==> src/rtl/alu_share_ctrl_if.sv <==
// Request/response channel bundle between two requesters and the shared-ALU controller.
// The master modport is the requester side; the slave modport is the controller side.
interface alu_share_ctrl_if #(
  parameter int DWL  = 32,
  parameter int SHW  = 5,
  parameter int SELW = 4
) ();
  logic            req_valid_0;
  logic            req_valid_1;
  logic            req_ready_0;
  logic            req_ready_1;
  logic [SELW-1:0] req_sel_0;
  logic [SELW-1:0] req_sel_1;
  logic [DWL-1:0]  req_a_0;
  logic [DWL-1:0]  req_a_1;
  logic [DWL-1:0]  req_b_0;
  logic [DWL-1:0]  req_b_1;
  logic [SHW-1:0]  req_shamt_0;
  logic [SHW-1:0]  req_shamt_1;
  logic            rsp_valid_0;
  logic            rsp_valid_1;
  logic            rsp_ready_0;
  logic            rsp_ready_1;
  logic [DWL-1:0]  rsp_data;
  logic            rsp_err;

  modport master (
    output req_valid_0, req_valid_1, req_sel_0, req_sel_1,
           req_a_0, req_a_1, req_b_0, req_b_1,
           req_shamt_0, req_shamt_1, rsp_ready_0, rsp_ready_1,
    input  req_ready_0, req_ready_1, rsp_valid_0, rsp_valid_1,
           rsp_data, rsp_err
  );

  modport slave (
    input  req_valid_0, req_valid_1, req_sel_0, req_sel_1,
           req_a_0, req_a_1, req_b_0, req_b_1,
           req_shamt_0, req_shamt_1, rsp_ready_0, rsp_ready_1,
    output req_ready_0, req_ready_1, rsp_valid_0, rsp_valid_1,
           rsp_data, rsp_err
  );
endinterface

==> src/rtl/alu_share_ctrl.sv <==
// Round-robin time-sharing of one combinational ALU between two requesters.
// Each operation walks IDLE -> EXEC -> RESP; the ALU inputs are registered, its result captured in EXEC.
module alu_share_ctrl #(
  parameter int DWL  = 32,
  parameter int SHW  = 5,
  parameter int SELW = 4
) (
  input  logic            clk,
  input  logic            rst_n,
  alu_share_ctrl_if.slave bus,
  output logic [DWL-1:0]  alu_in1,
  output logic [DWL-1:0]  alu_in2,
  output logic [SHW-1:0]  alu_shamt,
  output logic [SELW-1:0] alu_sel,
  input  logic [DWL-1:0]  alu_out
);

  localparam logic [1:0] S_IDLE = 2'd0;
  localparam logic [1:0] S_EXEC = 2'd1;
  localparam logic [1:0] S_RESP = 2'd2;

  localparam logic [SELW-1:0] SEL_ILL_A = SELW'(13);
  localparam logic [SELW-1:0] SEL_ILL_B = SELW'(14);

  logic [1:0]      r_state;
  logic            r_last_g;
  logic            r_owner;
  logic            r_err;
  logic [DWL-1:0]  r_res;
  logic [DWL-1:0]  r_in1;
  logic [DWL-1:0]  r_in2;
  logic [SHW-1:0]  r_shamt;
  logic [SELW-1:0] r_sel;

  logic            w_both;
  logic            w_grant;
  logic            w_accept;
  logic            w_illegal;
  logic            w_rsp_ready;
  logic [SELW-1:0] w_sel;
  logic [DWL-1:0]  w_a;
  logic [DWL-1:0]  w_b;
  logic [SHW-1:0]  w_shamt;

  // On a tie the port not served last wins; otherwise the lone valid port wins.
  assign w_both   = bus.req_valid_0 & bus.req_valid_1;
  assign w_grant  = w_both ? ~r_last_g : bus.req_valid_1;
  assign w_accept = (r_state == S_IDLE) & (w_grant ? bus.req_valid_1 : bus.req_valid_0);

  assign bus.req_ready_0 = rst_n & w_accept & ~w_grant;
  assign bus.req_ready_1 = rst_n & w_accept &  w_grant;

  assign w_sel   = w_grant ? bus.req_sel_1   : bus.req_sel_0;
  assign w_a     = w_grant ? bus.req_a_1     : bus.req_a_0;
  assign w_b     = w_grant ? bus.req_b_1     : bus.req_b_0;
  assign w_shamt = w_grant ? bus.req_shamt_1 : bus.req_shamt_0;

  assign w_illegal   = (r_sel == SEL_ILL_A) | (r_sel == SEL_ILL_B);
  assign w_rsp_ready = r_owner ? bus.rsp_ready_1 : bus.rsp_ready_0;

  always_ff @(posedge clk or negedge rst_n) begin
    if (!rst_n) begin
      r_state  <= S_IDLE;
      r_last_g <= 1'b1;
      r_owner  <= 1'b0;
      r_res    <= '0;
      r_err    <= 1'b0;
      r_in1    <= '0;
      r_in2    <= '0;
      r_shamt  <= '0;
      r_sel    <= '0;
    end else begin
      case (r_state)
        S_IDLE: begin
          if (w_accept) begin
            r_in1    <= w_a;
            r_in2    <= w_b;
            r_shamt  <= w_shamt;
            r_sel    <= w_sel;
            r_owner  <= w_grant;
            r_last_g <= w_grant;
            r_state  <= S_EXEC;
          end
        end
        S_EXEC: begin
          // Unimplemented select codes report an error with a zero result.
          r_res   <= w_illegal ? '0 : alu_out;
          r_err   <= w_illegal;
          r_state <= S_RESP;
        end
        S_RESP: begin
          if (w_rsp_ready) begin
            r_state <= S_IDLE;
          end
        end
        default: r_state <= S_IDLE;
      endcase
    end
  end

  assign bus.rsp_valid_0 = (r_state == S_RESP) & ~r_owner;
  assign bus.rsp_valid_1 = (r_state == S_RESP) &  r_owner;
  assign bus.rsp_data    = r_res;
  assign bus.rsp_err     = r_err;

  assign alu_in1   = r_in1;
  assign alu_in2   = r_in2;
  assign alu_shamt = r_shamt;
  assign alu_sel   = r_sel;

endmodule

==> src/flat_wrapper.sv <==
// flat-port wrapper written by rule: the top's interface ports become plain ports
module alu_share_ctrl_flat 
#(
  parameter int DWL  = 32,
  parameter int SHW  = 5,
  parameter int SELW = 4
)
  (clk, rst_n, alu_in1, alu_in2, alu_shamt, alu_sel, alu_out, bus_req_valid_0, bus_req_valid_1, bus_req_sel_0, bus_req_sel_1, bus_req_a_0, bus_req_a_1, bus_req_b_0, bus_req_b_1, bus_req_shamt_0, bus_req_shamt_1, bus_rsp_ready_0, bus_rsp_ready_1, bus_req_ready_0, bus_req_ready_1, bus_rsp_valid_0, bus_rsp_valid_1, bus_rsp_data, bus_rsp_err);
  alu_share_ctrl_if #(.DWL(DWL), .SHW(SHW), .SELW(SELW)) bus_i ();
  input  logic clk;
  input  logic rst_n;
  output logic [DWL-1:0] alu_in1;
  output logic [DWL-1:0] alu_in2;
  output logic [SHW-1:0] alu_shamt;
  output logic [SELW-1:0] alu_sel;
  input  logic [DWL-1:0] alu_out;
  input wire logic [$bits(bus_i.req_valid_0)-1:0] bus_req_valid_0;
  input wire logic [$bits(bus_i.req_valid_1)-1:0] bus_req_valid_1;
  input wire logic [$bits(bus_i.req_sel_0)-1:0] bus_req_sel_0;
  input wire logic [$bits(bus_i.req_sel_1)-1:0] bus_req_sel_1;
  input wire logic [$bits(bus_i.req_a_0)-1:0] bus_req_a_0;
  input wire logic [$bits(bus_i.req_a_1)-1:0] bus_req_a_1;
  input wire logic [$bits(bus_i.req_b_0)-1:0] bus_req_b_0;
  input wire logic [$bits(bus_i.req_b_1)-1:0] bus_req_b_1;
  input wire logic [$bits(bus_i.req_shamt_0)-1:0] bus_req_shamt_0;
  input wire logic [$bits(bus_i.req_shamt_1)-1:0] bus_req_shamt_1;
  input wire logic [$bits(bus_i.rsp_ready_0)-1:0] bus_rsp_ready_0;
  input wire logic [$bits(bus_i.rsp_ready_1)-1:0] bus_rsp_ready_1;
  output wire logic [$bits(bus_i.req_ready_0)-1:0] bus_req_ready_0;
  output wire logic [$bits(bus_i.req_ready_1)-1:0] bus_req_ready_1;
  output wire logic [$bits(bus_i.rsp_valid_0)-1:0] bus_rsp_valid_0;
  output wire logic [$bits(bus_i.rsp_valid_1)-1:0] bus_rsp_valid_1;
  output wire logic [$bits(bus_i.rsp_data)-1:0] bus_rsp_data;
  output wire logic [$bits(bus_i.rsp_err)-1:0] bus_rsp_err;
  assign bus_i.req_valid_0 = bus_req_valid_0;
  assign bus_i.req_valid_1 = bus_req_valid_1;
  assign bus_i.req_sel_0 = bus_req_sel_0;
  assign bus_i.req_sel_1 = bus_req_sel_1;
  assign bus_i.req_a_0 = bus_req_a_0;
  assign bus_i.req_a_1 = bus_req_a_1;
  assign bus_i.req_b_0 = bus_req_b_0;
  assign bus_i.req_b_1 = bus_req_b_1;
  assign bus_i.req_shamt_0 = bus_req_shamt_0;
  assign bus_i.req_shamt_1 = bus_req_shamt_1;
  assign bus_i.rsp_ready_0 = bus_rsp_ready_0;
  assign bus_i.rsp_ready_1 = bus_rsp_ready_1;
  assign bus_req_ready_0 = bus_i.req_ready_0;
  assign bus_req_ready_1 = bus_i.req_ready_1;
  assign bus_rsp_valid_0 = bus_i.rsp_valid_0;
  assign bus_rsp_valid_1 = bus_i.rsp_valid_1;
  assign bus_rsp_data = bus_i.rsp_data;
  assign bus_rsp_err = bus_i.rsp_err;
  alu_share_ctrl #(.DWL(DWL), .SHW(SHW), .SELW(SELW)) u_core (.clk(clk), .rst_n(rst_n), .bus(bus_i), .alu_in1(alu_in1), .alu_in2(alu_in2), .alu_shamt(alu_shamt), .alu_sel(alu_sel), .alu_out(alu_out));
endmodule
==> config.mk <==
export PLATFORM = sky130hd
export DESIGN_NAME = alu_share_ctrl_flat
export DESIGN_NICKNAME = d
export VERILOG_FILES = /design/src/rtl/alu_share_ctrl_if.sv /design/src/rtl/alu_share_ctrl.sv /design/src/flat_wrapper.sv
export SDC_FILE = /design/constraint.sdc
export NUM_CORES = 1
export LEC_CHECK = 0
export BUFFER_PORTS_ARGS = -buffer_cell sky130_fd_sc_hd__buf_2
export CAP_MARGIN = 15
export CORE_AREA = 4 4 112 114
export CTS_BUF_LIST = sky130_fd_sc_hd__clkbuf_16
export DETAILED_ROUTE_END_ITERATION = 8
export DIE_AREA = 0 0 116 118
export HOLD_SLACK_MARGIN = 0.03
export PLACE_DENSITY = 0.81
export RECOVER_POWER = 25
export REMOVE_ABC_BUFFERS = 1
export SYNTH_ARGS = -nofsm -noshare
export SYNTH_HDL_FRONTEND = slang
export SYNTH_SLANG_ARGS = --single-unit
==> constraint.sdc <==
create_clock -name clk -period 2.6 [get_ports clk]
set_input_delay 0.13 -clock clk [delete_from_list [all_inputs] [get_ports clk]]
set_output_delay 0.13 -clock clk [all_outputs]
set_load 0.005 [all_outputs]
# Word level (Yosys, flattened, before mapping)
# Index checks and enable logic that the tools add are counted.
dict set report classes {
  eq_ne 6
  muxes 11
  bitwise_logic 11
  n_reduce_logical 3
}
# op n
set ops {}
lappend ops {{32-bit two-way mux} 3}
lappend ops {{4-bit == test, second input constant} 2}
lappend ops {{1-bit bitwise AND} 7}
lappend ops {{2-bit one-hot mux with 3 select lines} 1}
lappend ops {{5-bit two-way mux} 1}
lappend ops {{2-bit two-way mux} 2}
lappend ops {{4-bit two-way mux} 1}
lappend ops {{2-bit by 1-bit != test with 1-bit output, second input constant} 2}
lappend ops {{2-bit AND reduction} 2}
lappend ops {{1-bit two-way mux} 3}
lappend ops {{1-bit inverter} 3}
lappend ops {{2-bit by 1-bit == test with 1-bit output, second input constant} 1}
lappend ops {{2-bit == test, second input constant} 1}
lappend ops {{2-bit logical NOT} 1}
lappend ops {{1-bit bitwise OR} 1}
dict set report word_totals {
  register_bits 110
  inputBits 184
  output_inout_bits 110
  word_cells 40
}

# Longest topological paths before layout
# Gate-level depths: netlist (run 1).
dict set report depth {
  depth_word 6
  depth_mapped 5
  mapped_depth_nobuf 3
}

# Worst setup path after synthesis (run 1)
# No wires, ideal clock.
dict set report synth_timing {
  kind {reg2reg}
  start {reg u_core.r_last_g}
  end {reg u_core.r_in1[25], in the netlist u_core.alu_in1[25]}
  setup_ns 0.125
  t_arrival_ns 1.502
  t_required_ns 2.475
  setup_slack_ns 0.973
  path_stages_with_launch 6
  path_buffers 2
  synth_period_minus_slack_ns 1.627
  cell_sequence {dfstp_2 > a21bo_2 > buf_6 > buf_6 > mux2_4 > mux2_2}
}
dict set report synth_via {
  elab_chain_cells 5
  elab_cells_between_ends 6
  classes_between {mux: 3; bitwise: 2; reduce/logical: 1}
}
# element line
set synth_rtl {}
lappend synth_rtl {{from (decl)} alu_share_ctrl.sv:26} ;# logic r_last_g;
lappend synth_rtl {{from (signal assigned)} alu_share_ctrl.sv:81} ;# r_last_g <= w_grant;
lappend synth_rtl {{1-bit inverter *} alu_share_ctrl.sv:47} ;# assign w_grant = w_both ? ~r_last_g : bus.req_valid_1;
lappend synth_rtl {{1-bit two-way mux *} alu_share_ctrl.sv:47}
lappend synth_rtl {{1-bit two-way mux} alu_share_ctrl.sv:48} ;# assign w_accept = (r_state == S_IDLE) & (w_grant ? bus.req_valid_1 : bus.req_valid_0);
lappend synth_rtl {{1-bit bitwise AND} alu_share_ctrl.sv:48}
lappend synth_rtl {{2-bit AND reduction (no source line)} -}
lappend synth_rtl {{to (signal assigned)} alu_share_ctrl.sv:76} ;# r_in1 <= w_a;
lappend synth_rtl {{to (decl)} alu_share_ctrl.sv:30} ;# logic [DWL-1:0] r_in1;
# Every way passes the cells marked *; elsewhere a longest branch is shown, timed or not.
# A chain may end at the register's enable or synchronous reset.

# Final worst setup path (run 1)
dict set report layout_timing {
  start {reg u_core.r_last_g}
  end {reg u_core.r_in1[20], in the netlist u_core.alu_in1[20]}
}
# Same word-level chain as after synthesis.

==> results.yml, run 1 <==
clock_tree:
  clk_pin_slew_ns: 0.07
  numCtsBuffers: 9
  clock_latency_ns: 0.34
  cts_buffer_depth: 2
  cts_resized: 0
  clock_sinks: 110
  ctsRootBufferMaster: "clkbuf_16"
  cts_tree: "yes"
  cts_max_level: 3
  postCtsSetupBuffers: 0
global_route:
  antenna_found_initial: 1
  grt_first_pass_wirelength_mm: 21.9
  grt_pass1_vias: 4322
  overflow: 0
  grtUsageTotal_pct: 20.2
  grt_max_degree: 60
layout:
  stdcell_count: 802
  register_area_um2: 2750
  drive_gt1_share_pct: 63.4
  multi_input_comb_area_um2: 2250
  nNetsFinal: 837
  final_core_util_pct: 63.9
  fillers: 873
  area_growth_pct: 41.8
flow_run:
  cap_violations: 0
die:
  die_h_um: 118
  dieWidth_um: 116
  start_util_pct: 45.1
  row_count: 39
  ioPinCount: 294
  fp.dieArea_um2: 13700
  core-area_um2: 11400
critical_path:
  crit_fanout: 40
  r2r_start: "u_core.r_last_g"
  worst_r2r_endpoint: "u_core.alu_in1[20]"
  regToRegSetupSlack_ns: 0.70
  cp_data_required_time_ns: 2.82
  endpoint: "u_core.alu_in1[20]"
  worstSetupStartpointType: "flop"
  cp-end-kind: "flop"
  path_class: "reg -> reg"
  worstPathArrival_ns: 2.12
  cp-startpoint: "u_core.r_last_g"
  rr_worst_depth: 4
route:
  routedWlPerCell_um: 17.6
  drt_iter0_drc: 204
  drc_errors: 0
  avgViaCountPerCell: 4.99
  routed_wl_mm: 14.1
  drtAntennaViolNets: 0
  drt-pass1-iter-count: 4
  vias: 4002
sta:
  setup_violations: 0
  setup_slack_ns: 0.700
  final.setup_skew_ns: 0.0131
  hold_viol: 0
  report.final.slew_viol_count: 0
  period_share_pct: 73.1
  rsz0062_at_grt: "false"
  tightest_slew_ns: 0.717
  slew_headroom_pct: 52.2
  fmax_ghz: 0.526
  period_minus_slack_ns: 1.90
power_and_ir_drop:
  netSwitchingFraction_pct: 33.4
  power_density_nw_per_um2: 1050
  pwr-share-seq_pct: 40.2
  p_sw_mw: 2.55
  leakage_nw: 3.63
  clkPwrFrac_pct: 17.1
  vdd_drop_max_mv: 0.583
  power_mw: 7.64
  combPwrFrac_pct: 42.7
  p_int_mw: 5.09
worst_hold_path:
  min_path_type: "in -> reg"
outcome:
  status: "finished clean"
yosys:
  syn-cell-area_um2: 5140
  syn_inst: 331
  yosysSeqAreaShare_pct: 53.5
  synth_warnings: 0
  synth_cell_type_count: 23
  ys_ff_latch: 110
  syn_area_per_cell_um2: 15.5
placed_design:
  dpl.hpwl_mm: 10.4
  place_ws_ns: 0.713
  gp_congestion: 0.774
  placed_cells: 752
  io_buffers: 293
## flip-flops by register name, summed over array words and instances, names as in the netlist
name and cells:
u_core.r_last_g 1, u_core.alu_in2 32, u_core.r_owner 1, u_core.alu_shamt 5, u_core.alu_in1 32, u_core.bus.rsp_data 32, u_core.bus.rsp_err 1, u_core.r_state 2
u_core.alu_sel 4
## placed cells by master (no fill, tap or decap), types with 2 or more instances in the layout
| master | instances |
|---|---|
| buf_12 | 2 |
| clkbuf_1 | 51 |
| inv_8 | 2 |
| o21ai_0 | 2 |
| buf_2 | 242 |
| nor2_1 | 3 |
| dlygate4sd3_1 | 33 |
| inv_1 | 2 |
| dfrtp_1 | 109 |
| buf_4 | 6 |
| a22o_1 | 32 |
| mux2_4 | 48 |
| clkinvlp_4 | 2 |
| clkinv_4 | 2 |
| nand2b_1 | 2 |
| clkbuf_16 | 9 |
| and3_1 | 2 |
| mux2_2 | 100 |
## layout make-up
| type | instances | area share, % |
|---|---|---|
| inverter | 1 | 0.0515 |
| sequential | 110 | 37.8 |
| multi-input combinational | 197 | 30.9 |
| antenna | 1 | 0.0343 |
| clock buffer | 9 | 3.09 |
| timing repair buffer | 334 | 24.9 |
| tap | 143 | 2.45 |
| clock inverter | 7 | 0.806 |
## synth_stat cells (all sizes together)
| master | n | share of area, % |
|---|---|---|
| dfstp | 1 | 0.51 |
| a21boi | 1 | 0.15 |
| dfrtp | 109 | 53 |
| nor3 | 1 | 0.19 |
| nor2 | 3 | 0.22 |
| clkbuf | 3 | 0.22 |
| and3 | 2 | 0.24 |
| buf | 20 | 2.7 |
| xor2 | 1 | 0.17 |
| mux2i | 1 | 0.19 |
| mux2 | 148 | 36 |
| a22o | 32 | 5.4 |
| a21bo | 1 | 0.19 |
| nand3 | 1 | 0.097 |
| nand2 | 1 | 0.073 |
| o21ai | 2 | 0.19 |
| nand2b | 2 | 0.24 |
| inv | 1 | 0.073 |
| a31oi | 1 | 0.12 |
## critical path: stages (launching register included)
cell	delay, ns
dfstp_2	0.55
a21bo_4	0.27
buf_12	0.29
mux2_2	0.37
mux2_2	0.26
## cells by family (layout without fill, tap and decap cells)
logic type / after synthesis / after routing / share of synthesized area (%)
multiplexers: 149 / 149 / 36.1
buffers and inverters: 24 / 351 / 3.04
XOR/XNOR: 1 / 1 / 0.170
AO/OA/AOI/OAI: 37 / 37 / 6.10
flip-flops: 110 / 110 / 53.5
AND/OR/NAND/NOR: 10 / 10 / 1.07
other: 0 / 1 / 0
## through the flow
step	setup TNS, ns	hold WS, ns	instance area [µm²]
finish	0	0.114	7290
global route	0	0.130	7290
CTS	0	0.0399	7350
detailed placement	0	-0.0263	6740
global placement	0	-0.0281	6740
floorplan	-109.85	-0.166	4990
## layer usage
| metal | vias to the layer above | GRT usage, % | routed length [µm] | share of wire (%) |
|---|---|---|---|---|
| met2 | 198 | 36.4 | 7500 | 53 |
| met3 | 33 | 4.58 | 1200 | 8.5 |
| met5 | - | 0 | 0 | 0 |
| met1 | 1915 | 22.6 | 5040 | 36 |
| li1 | 1856 | - | - | - |
| met4 | 0 | 8.27 | 398 | 2.8 |
## worst min path at each step
stage	startpoint	end	slack (ns)	cells past startpoint
after detailed placement	rst_n	u_core.alu_sel[2]	-0.03	1
after global placement	rst_n	u_core.alu_sel[2]	-0.03	1
after floorplan	rst_n	u_core.alu_in1[0]	-0.17	0
after global routing	bus_rsp_ready_1	u_core.r_state[1]	0.13	3
after CTS	alu_out[25]	u_core.bus.rsp_data[25]	0.04	2
final	bus_rsp_ready_1	u_core.r_state[1]	0.11	3
## power by group through the flow
| stage | registers [mW] | clock network (mW) | logic [mW] |
|---|---|---|---|
| CTS | 3.06 | 1.34 | 3.41 |
| finish | 3.07 | 1.31 | 3.26 |
| floorplan | 3.11 | 0 | 1.84 |
| detailed placement | 3.08 | 0 | 3.35 |
| global placement | 3.03 | 0 | 3.23 |
| global route | 3.18 | 1.42 | 3.54 |
## timing repair
item / CTS / global route
hold endpoints to repair: 40 / 1
hold buffers: 32 / 1
endpoints found under the setup margin: 0 / 0
Note: power is estimated with default switching activity, not from simulation.
==> run 2, diff against run 1 <==
CORE_AREA = unset   (was 4 4 112 114)
CORE_MARGIN = 4   (was unset)
CORE_UTILIZATION = 44   (was unset)
DIE_AREA = unset   (was 0 0 116 118)
PLACE_DENSITY = 0.8   (was 0.81)
clock period = 1.8 ns   (was 2.6 ns; I/O delays follow)
==> run 2 against run 1 <==
Against the previous run: critical path depth did not move; combinational power increased by 50%; count of clock-buffer cells in the layout unchanged; critical endpoint is now u_core.alu_in1[22]; sequential share of layout area decreased by 0.48 points.
==> results.yml, run 2 (synthesis gave the netlist of run 1 again) <==
outcome:
  status: "finished clean"
die:
  dieWidth_um: 116
  ioPinCount: 294
  row_count: 39
  fp.dieArea_um2: 13500
  start_util_pct: 45.1
  core-area_um2: 11400
  die_h_um: 116
power_and_ir_drop:
  clkPwrFrac_pct: 16.8
  pwr-share-seq_pct: 39.5
  p_sw_mw: 3.67
  power_density_nw_per_um2: 1520
  p_int_mw: 7.54
  netSwitchingFraction_pct: 32.8
  combPwrFrac_pct: 43.7
  vdd_drop_max_mv: 0.853
  leakage_nw: 3.80
  power_mw: 11.2
sta:
  rsz0062_at_grt: "true"
  hold_viol: 0
  setup_slack_ns: 0.0725
  worst_hold_slack_ns: 0.0614
  setup_violations: 0
  final.setup_skew_ns: 0.0105
  period_share_pct: 96.0
  tightest_slew_ns: 0.848
  slew_headroom_pct: 43.5
  setup_tns_ns: 0
  fmax_ghz: 0.579
  period_minus_slack_ns: 1.73
  report.final.slew_viol_count: 0
layout:
  final_common_cell: "buf_2"
  drive_gt1_share_pct: 70.7
  area_growth_pct: 43.6
  antennaDiodeCount: 0
  final_cell_area_um2: 7390
  nNetsFinal: 840
  final_cell_mix: "buf_2, dfrtp_1, mux2_2"
global_route:
  grtUsageTotal_pct: 20.4
  grt_max_degree: 62
  antenna_found_initial: 0
  grt_pass1_vias: 4265
  grt_first_pass_wirelength_mm: 21.3
  overflow: 0
critical_path:
  cp_data_required_time_ns: 2.02
  worstSetupStartpointType: "flop"
  cp_slowest_cell: "dfstp_2"
  cp-end-kind: "flop"
  worstPathArrival_ns: 1.95
  path_buf_inv: 1
  cp_common_cell: "mux2_2"
  path_class: "reg -> reg"
  crit_chain: "a21bo_4, buf_12, mux2_2, mux2_2"
  cpLargestDelayFamily: "multiplexers"
  max_stage_delay_ns: 0.56
  crit_fanout: 28
placed_design:
  placedInstanceArea_um2: 6790
  place_ws_ns: 0.0740
  io_buffers: 293
  gp_congestion: 0.794
  dpl.hpwl_mm: 10.5
route:
  drt_iter0_drc: 278
  routedWlPerCell_um: 17.8
  routed_wl_mm: 14.3
  drtAntennaViolNets: 0
  drc_errors: 0
  drt-pass1-iter-count: 4
  vias: 4078
  avgViaCountPerCell: 5.07
clock_tree:
  ctsRootBufferMaster: "clkbuf_16"
  clock_sinks: 110
  clk_pin_slew_ns: 0.08
  postCtsSetupBuffers: 0
  clock_latency_ns: 0.34
  numCtsBuffers: 9
  cts_buffer_depth: 2
  cts_max_level: 3
  cts_tree: "yes"
worst_hold_path:
  min_path_type: "in -> reg"
flow_run:
  cap_violations: 0
run 2: tightest hold or removal path, stage by stage:
cell	delay (ns)
buf_2	0.08
mux2_2	0.13
o21ai_0	0.06
run 2: final timing paths:
check	slack [ns]	start	cells past startpoint	end
min	0.06	bus_rsp_ready_0	3	u_core.r_state[1]
min reg2reg	0.49	u_core.bus.rsp_err	2	u_core.bus.rsp_err
max	0.07	u_core.r_last_g	4	u_core.alu_in1[22]
max in group asynchronous	0.55	rst_n	3	u_core.alu_in2[18]
max reg2reg	0.07	u_core.r_last_g	4	u_core.alu_in1[22]
min in group asynchronous	0.14	rst_n	2	u_core.alu_in1[18]
run 2: power by group through the flow:
stage | clock network (mW) | registers (mW) | logic [mW]
floorplan | 0 | 4.47 | 2.47
global placement | 0 | 4.37 | 4.73
detailed placement | 0 | 4.45 | 4.88
CTS | 1.95 | 4.41 | 4.95
global route | 2.07 | 4.58 | 5.34
finish | 1.89 | 4.42 | 4.90
run 2: repair_timing:
action / 4_1_cts / 5_1_grt
endpoints found under the setup margin: 0 / 3
endpoints found under the hold margin: 141 / 0
hold buffers: 33 / 0
gates resized for setup: 0 / 1
run 2: area by class of cell:
| type | instances | area (µm²) |
|---|---|---|
| flip-flops and latches | 110 | 2750 |
| multi-input cells | 197 | 2250 |
| repair buffers | 337 | 1920 |
| fillers | 852 | 4030 |
| clock buffers | 9 | 225 |
| well taps | 143 | 179 |
| inverters | 1 | 3.75 |
| clock inverters | 7 | 55.1 |
run 2: per-layer routing:
metal,global-route usage (%),vias up,share of wire (%)
li1,-,1865,-
met1,24.0,1976,36
met2,36.4,213,53
met3,5.18,24,8.4
met4,6.88,0,2.3
met5,0,-,0
run 2: metrics by stage:
stage / instances / util, %
2_1_floorplan: 308 / -
3_3_place_gp: 755 / 59.5
3_5_place_dp: 755 / 59.5
4_1_cts: 804 / 64.8
5_1_grt: 804 / 64.7
6_report: 804 / 64.7
